**src/rtl/accum_history.sv**
```systemverilog
// rtl/accum_history.sv - accumulator register with bounded undo history
module accum_history #(
  parameter int WIDTH     = 16,
  parameter int DEPTH     = 4,
  parameter int CNT_W     = 3,
  parameter int EDGE_MODE = 1
) (
  input  logic             clk,
  input  logic             reset,
  input  logic             clear,
  input  logic             update,
  input  logic             undo,
  input  logic [WIDTH-1:0] r_in,
  output logic [WIDTH-1:0] r_out,
  output logic [CNT_W-1:0] hist_cnt,
  output logic             can_undo,
  output logic             hist_full,
  output logic             dropped,
  output logic             undo_err
);

  // Pointer only needs to address DEPTH entries; DEPTH >= 2 keeps PW >= 1.
  localparam int PW = $clog2(DEPTH);

  localparam logic [PW-1:0]    WP_LAST = PW'(DEPTH - 1);
  localparam logic [PW-1:0]    WP_ONE  = PW'(1);
  localparam logic [CNT_W-1:0] CNT_MAX = CNT_W'(DEPTH);
  localparam logic [CNT_W-1:0] CNT_ONE = CNT_W'(1);

  logic [WIDTH-1:0] mem [0:DEPTH-1];
  logic [PW-1:0]    wp;
  logic [PW-1:0]    tp;
  logic             update_prev;
  logic             undo_prev;
  logic             upd_q;
  logic             und_q;
  logic             do_push;

  // Qualify the buttons: rising edge only, or plain level when edge mode is off.
  always_comb begin
    upd_q = update;
    und_q = undo;
    if (EDGE_MODE != 0) begin
      upd_q = update & ~update_prev;
      und_q = undo & ~undo_prev;
    end
  end

  // Slot of the most recent history entry, wrapping 0 -> DEPTH-1.
  always_comb begin
    tp = (wp == '0) ? WP_LAST : (wp - WP_ONE);
  end

  // Clear outranks update, so a push only happens when clear is low.
  assign do_push   = ~clear & upd_q;
  assign can_undo  = (hist_cnt != '0);
  assign hist_full = (hist_cnt == CNT_MAX);

  // History storage: plain register array, contents need no reset.
  always_ff @(posedge clk) begin
    if (do_push) begin
      mem[wp] <= r_out;
    end
  end

  // Accumulator, pointer, count and flag pulses; clear > update > undo.
  always_ff @(posedge clk or posedge reset) begin
    if (reset) begin
      r_out       <= '0;
      hist_cnt    <= '0;
      wp          <= '0;
      dropped     <= 1'b0;
      undo_err    <= 1'b0;
      // Held-high buttons must not look like a fresh press after reset.
      update_prev <= 1'b1;
      undo_prev   <= 1'b1;
    end else begin
      update_prev <= update;
      undo_prev   <= undo;
      dropped     <= 1'b0;
      undo_err    <= 1'b0;
      if (clear) begin
        r_out    <= '0;
        hist_cnt <= '0;
        wp       <= '0;
      end else if (upd_q) begin
        r_out <= r_in;
        wp    <= (wp == WP_LAST) ? '0 : (wp + WP_ONE);
        if (hist_cnt < CNT_MAX) begin
          hist_cnt <= hist_cnt + CNT_ONE;
        end else begin
          // Circular write has just replaced the oldest entry.
          dropped <= 1'b1;
        end
      end else if (und_q) begin
        if (hist_cnt != '0) begin
          r_out    <= mem[tp];
          wp       <= tp;
          hist_cnt <= hist_cnt - CNT_ONE;
        end else begin
          undo_err <= 1'b1;
        end
      end
    end
  end

endmodule

```
**config.mk**
```make
export PLATFORM = sky130hd
export DESIGN_NAME = accum_history
export DESIGN_NICKNAME = d
export VERILOG_FILES = /design/src/rtl/accum_history.sv
export SDC_FILE = /design/constraint.sdc
export NUM_CORES = 1
export LEC_CHECK = 0
export CELL_PAD_IN_SITES_DETAIL_PLACEMENT = 0
export CELL_PAD_IN_SITES_GLOBAL_PLACEMENT = 2
export CORE_ASPECT_RATIO = 1.25
export CORE_UTILIZATION = 35
export DETAILED_ROUTE_END_ITERATION = 10
export GPL_TIMING_DRIVEN = 0
export PLACE_DENSITY_LB_ADDON = 0.1
export SLEW_MARGIN = 0
export SYNTH_ARGS = -nofsm -noshare
export SYNTH_HDL_FRONTEND = slang
export SYNTH_SLANG_ARGS = --single-unit
```
**constraint.sdc**
```tcl
create_clock -name clk -period 2.6 [get_ports clk]
set_clock_uncertainty 0.15 [all_clocks]
set_input_delay 0.52 -clock clk [delete_from_list [all_inputs] [get_ports clk]]
set_output_delay 0.52 -clock clk [all_outputs]
set_load 0.05 [all_outputs]
```
### Word-level counts from Yosys, hierarchy flattened

Memory sizes are Yosys's and may differ from the RTL's.
Cells that the tools add are included.

| cells by class | value |
|---|---|
| $add $sub $neg | 4 |
| multiply operators | 0 |
| divide/modulo/power cells | 0 |
| magnitude comparators | 1 |
| equal/unequal tests | 3 |
| shift-type cells | 0 |
| muxes and demuxes | 24 |
| bitwise gates (word level) | 6 |
| reductions and logical operators | 6 |

Operators with widths:

| kind | number |
|---|---|
| 2-to-1 mux 16 bit | 4 |
| 2-to-1 mux 3 bit | 5 |
| 2-to-1 mux 2 bit | 6 |
| 2-to-1 mux 1 bit | 9 |
| nonzero test 3 bit | 3 |
| adder 3 x 1 -> 3 bit (second input constant) | 1 |
| AND 1 bit | 3 |
| equality test 3 bit (second input constant) | 1 |
| less-than comparator 3 bit (second input constant) | 1 |
| inequality test 3 x 2 -> 1 bit (second input constant) | 1 |
| NOT 1 bit | 3 |
| AND reduction 3 bit | 1 |
| subtractor 3 x 1 -> 3 bit (second input constant) | 1 |
| adder 2 x 1 -> 2 bit (second input constant) | 1 |
| equality test 2 bit (second input constant) | 1 |
| zero test 2 bit | 1 |
| AND reduction 2 bit | 1 |
| subtractor 2 x 1 -> 2 bit (second input constant) | 1 |

| word-level totals | value |
|---|---|
| register bits after elaboration | 25 |
| bits in latches | 0 |
| memory bits (writable) | 64 |
| memory bits (read-only) | 0 |
| input port bits | 21 |
| output and inout bits | 23 |
| memories | 1 |

Memories:

| name | depth | width | rd ports | clocked after memory_dff | write ports | RTL line | RTL |
|---|---|---|---|---|---|---|---|
| mem | 4 | 16 | 1 | 0 | 1 | 30 | `logic [WIDTH-1:0] mem [0:DEPTH-1];` |

### Logic depth before layout (Yosys ltp)

An unclocked memory read counts as a cell.

| depth | value |
|---|---|
| depth in word-level cells | 7 |
| gate-level depth with buffers | 10 |
| depth with buffers taken out | 6 |

### Least setup slack after synthesis

No wires, ideal clock.

| timing | value |
|---|---|
| path type | reg2reg |
| start | reg wp[0] |
| end | reg r_out[0] |
| arrival | 2203 ps |
| slack | 108 ps |
| cell stages (with the launch flop) | 11 |
| path buffers | 4 |
| cells stage by stage | dfrtp_1 -> clkbuf_1 -> inv_1 -> ha_1 -> buf_2 -> buf_4 -> buf_6 -> mux2i_1 -> o21ai_0 -> a2111oi_0 -> nor4_1 |

| on the way | value |
|---|---|
| longest elaborated chain between the ends | 7 |

Ends and longest elaborated chain:

| item | RTL line | RTL |
|---|---|---|
| from (decl) | 31 | `logic [PW-1:0] wp;` |
| from (signal assigned) | 88 | `wp <= (wp == WP_LAST) ? '0 : (wp + WP_ONE);` |
| from (signal assigned) | 98 | `wp <= tp;` |
| subtractor 2 x 1 -> 2 bit / zero test 2 bit (equally long branches) | 51 | `tp = (wp == '0) ? WP_LAST : (wp - WP_ONE);` |
| 2-to-1 mux 2 bit * | 51 |  |
| memory read (4 x 16 bit) * | - |  |
| 2-to-1 mux 16 bit * | 96 | `if (hist_cnt != '0) begin` |
| 2-to-1 mux 16 bit * | 95 | `end else if (und_q) begin` |
| 2-to-1 mux 16 bit * | 86 | `end else if (upd_q) begin` |
| 2-to-1 mux 16 bit * | 82 | `if (clear) begin` |
| to (signal assigned) | 87 | `r_out <= r_in;` |
| to (signal assigned) | 97 | `r_out <= mem[tp];` |
| to (decl) | 14 | `output logic [WIDTH-1:0] r_out,` |

Mark *: on every way between the ends. The rest lies on a longest branch, timed or not. The select of a mux whose other input is x is not followed.
A chain may end at the register's enable or synchronous reset.

### Final worst setup path

| timing | value |
|---|---|
| start | reg wp[0] |
| end | reg r_out[3] |

The elaborated chain is that of the path after synthesis.

==> impl_metrics.py <==
metrics = {
    "drt": {
        "detail_route.wl_per_cell_um": 22.12,
        "drt-pass1-iter-count": 6,
        "drt-vias-per-instance": 5.413,
        "drtAntennaViolNets": 0,
        "vias": 2544,
        "initialDrtViolationCount": 162,
        "drt-total-wl_um": 10400,
        "route.detailed.drc": 0,
    },
    "worst_setup_path": {
        "critPathMaxStageDelay_ps": 390,
        "critPathMaxFanout": 10,
        "timing.critical_path.from_type": "register",
        "timing.critical_path.required_ps": 2630,
        "crit_chain": "clkbuf_8, inv_1, ha_2, buf_6, buf_12, buf_12, mux2i_1, o21ai_0, a2111oi_0, nor4_1",
        "crit_cells": 10,
        "end_kind": "register",
        "timing.setup.critical_path_class": "register to register",
        "timing.critical_path.to": "r_out[3]",
        "worstReg2RegStart": "wp[0]",
        "timing.reg2reg.worst_path_depth": 10,
        "cp.buffers_inverters": 5,
        "crit_arrival_ps": 2510,
        "dominant_delay_contributor_by_cell_family_on_the_critical_path": "buffers and inverters",
        "crit_path_frequent_cell": "sky130_fd_sc_hd__buf_12",
        "cp_slowest_cell": "sky130_fd_sc_hd__a2111oi_0",
        "critPathLaunch": "wp[0]",
        "reg2reg_setup_slack_ps": 120,
        "rr_endpoint": "r_out[3]",
    },
    "die": {
        "start_util": 0.3614,
        "core_area_um2": 10670,
        "die_height_um": 119.3,
        "floorplan.die_area_um2": 11440,
        "horizontal_extent_of_the_die_um": 95.87,
        "row_count": 42,
        "io_pins": 44,
    },
    "place": {
        "placement.setup.worst_slack_ps": -1079,
        "dpl_cell_area_um2": 4451,
        "globalplace.congestion": 0.7886,
        "portBuffers": 43,
        "place.detailed.instances": 453,
        "dpl.hpwl_um": 6222,
    },
    "pwr": {
        "power_per_cell_area_nw_per_um2": 739.0,
        "leakagePower_nw": 1.744,
        "overall_power_mw": 3.551,
        "power.ir.vdd_worst_mv": 0.3262,
    },
    "finish": {
        "post_route_core_utilization": 0.4504,
        "areaGrowthSynthToFinish_pct": 24.63,
        "num-nets-final": 359,
        "drive_above_1_share": 0.1361,
        "fin_area_um2": 4805,
        "antennaDiodeCount": 0,
        "post_layout_nonfiller_instances": 470,
    },
    "timing": {
        "hold_viol": 0,
        "post-route-period-util": 0.9523,
        "timing.final.crit_period_ps": 2476,
        "final.setup.tns_ps": 0,
        "maxClockFrequency_mhz": 403.9,
        "setup_viol": 0,
        "timing.max_slew.rel_slack": 0.1776,
        "timing.hold.ws_ps": 395.9,
        "worst_slack_ps": 124.0,
        "unrepaired_setup_endpoints_after_global_routing": "yes",
        "timing_worst_slew_pin_value_ps": 1232,
        "max_slew_violations": 0,
    },
    "grt": {
        "grt_antenna_before_repair": 0,
        "grt_first_pass_wirelength_um": 15850,
        "grt_start_max_net_pins": 26,
        "grt_pass1_vias": 2587,
        "grt.total_usage": 0.1991,
        "remaining_overflow_grt": 0,
    },
    "synthesis": {
        "synth_edf_count": 64,
        "synth.top_cell.area_share": 0.4985,
        "leading_cell_type_by_number_of_instances_after_synthesis": "sky130_fd_sc_hd__edfxtp_1",
        "total_number_of_yosys_warnings": 0,
        "synth_cells": 278,
        "leading_cell_types_by_count_after_synthesis": "sky130_fd_sc_hd__edfxtp_1 (64), sky130_fd_sc_hd__dfrtp_1 (23), sky130_fd_sc_hd__nor2_1 (22)",
        "synth_largest_area_cell": "sky130_fd_sc_hd__edfxtp_1",
        "synth.net_count": 304,
        "synth_cell_type_count": 40,
        "synthArstFlopShare": 0.2809,
        "synthTopCellsByArea": "sky130_fd_sc_hd__edfxtp_1 (50%), sky130_fd_sc_hd__dfrtp_1 (15%), sky130_fd_sc_hd__mux2i_1 (3.9%)",
        "ys_seq_elements": 89,
        "seq_area_frac_synth": 0.6615,
        "synthesis.area_um2": 3855,
        "ys_dominant_reg_cell": "sky130_fd_sc_hd__edfxtp_1",
        "synth.avg_cell_area_um2": 13.87,
    },
    "status": {
        "run_status": "finished clean",
    },
    "clock_tree": {
        "clockRootBuffer": "sky130_fd_sc_hd__clkbuf_16",
        "path_clk_slew_ps": 60,
        "cts_tree": "built",
        "hold_buffers": 0,
        "clock_insertion_delay_worst_skew_ps": 340,
        "cts_max_path_buffers": 2,
        "tritoncts_num_sinks": 89,
        "htreeDepth": 3,
        "tritoncts.num_buffers": 9,
    },
    "run": {
        "max-cap-violations": 0,
    },
    "hold_path": {
        "hold_path_class": "register to register",
    },
}
repair_timing:
item / 4_1_cts / 5_1_grt
endpoints found under the hold margin: 0 / 0
gates resized for setup: 19 / 25
pin swaps: 0 / 3
endpoints found under the setup margin: 83 / 16
buffers inserted: 1 / 0
cells in the final DEF (no fill, tap or decap), drive strengths merged, types with 4 or more instances in the layout:
cell | synthesis | layout
nor4 | 15 | 15
buf | 8 | 9
and2 | 6 | 6
nor2b | 4 | 4
and3 | 15 | 15
edfxtp | 64 | 64
nand2 | 4 | 4
mux2i | 15 | 15
o21ai | 15 | 15
nor2 | 23 | 23
nor3 | 17 | 17
or4bb | 5 | 5
a2111oi | 14 | 14
ha | 5 | 5
nand4bb | 9 | 9
clkbuf | 13 | 25
clkdlybuf4s50 | 0 | 41
dfrtp | 23 | 23
a211oi | 4 | 4
final cells by class:
type / instances / area (um^2)
Fill cell: 989 / 5863
Sequential cell: 89 / 2551
Multi-Input combinational cell: 165 / 1224
Timing Repair Buffer: 44 / 439.2
Clock buffer: 12 / 236.5
Tap cell: 132 / 165.2
Buffer: 21 / 157.7
Clock inverter: 4 / 20.02
Inverter: 3 / 11.26
per-layer routing:
metal,vias to the layer above,GRT usage,part of all wire,wire length (um)
met2,80,0.3058,0.49,5057
met5,-,0,0,0
met4,0,0.08862,0.018,189
met3,12,0.02874,0.042,440
li1,1193,-,-,-
met1,1259,0.2773,0.45,4708
kinds of logic after synthesis:
| kind of cell | Yosys count | share of synthesized area |
|---|---|---|
| compound gates | 38 | 0.06621 |
| xor+xnor | 2 | 0.004545 |
| fa+ha+maj | 5 | 0.01623 |
| buf+inv | 24 | 0.03148 |
| flops | 89 | 0.6615 |
| mux | 17 | 0.05063 |
| simple gates | 103 | 0.1694 |
state kept, by name (all words and copies together) (netlist names):
signal,cells
wp,2
mem,64
undo_err,1
r_out,16
update_prev,1
dropped,1
undo_prev,1
hist_cnt,3
how the worst min path moves through the flow:
stage	startpoint	endpoint	slack (ps)	depth (start not counted)
final	r_out[9]	mem[3][9]	400	0
after global routing	r_out[9]	mem[3][9]	430	0
after floorplan	undo	undo_prev	370	0
after CTS	r_out[9]	mem[3][9]	400	0
after detailed placement	r_out[9]	mem[2][9]	390	0
after global placement	r_out[8]	mem[1][8]	370	0
where the power goes:
part | switching, mW | leakage (nW) | internal (mW)
registers | 0.0589 | 0.912 | 1.60
clock network | 0.528 | 0.122 | 0.641
logic | 0.438 | 0.710 | 0.283
total | 1.02 | 1.74 | 2.53
No activity file was read; power rests on OpenSTA's default activity.
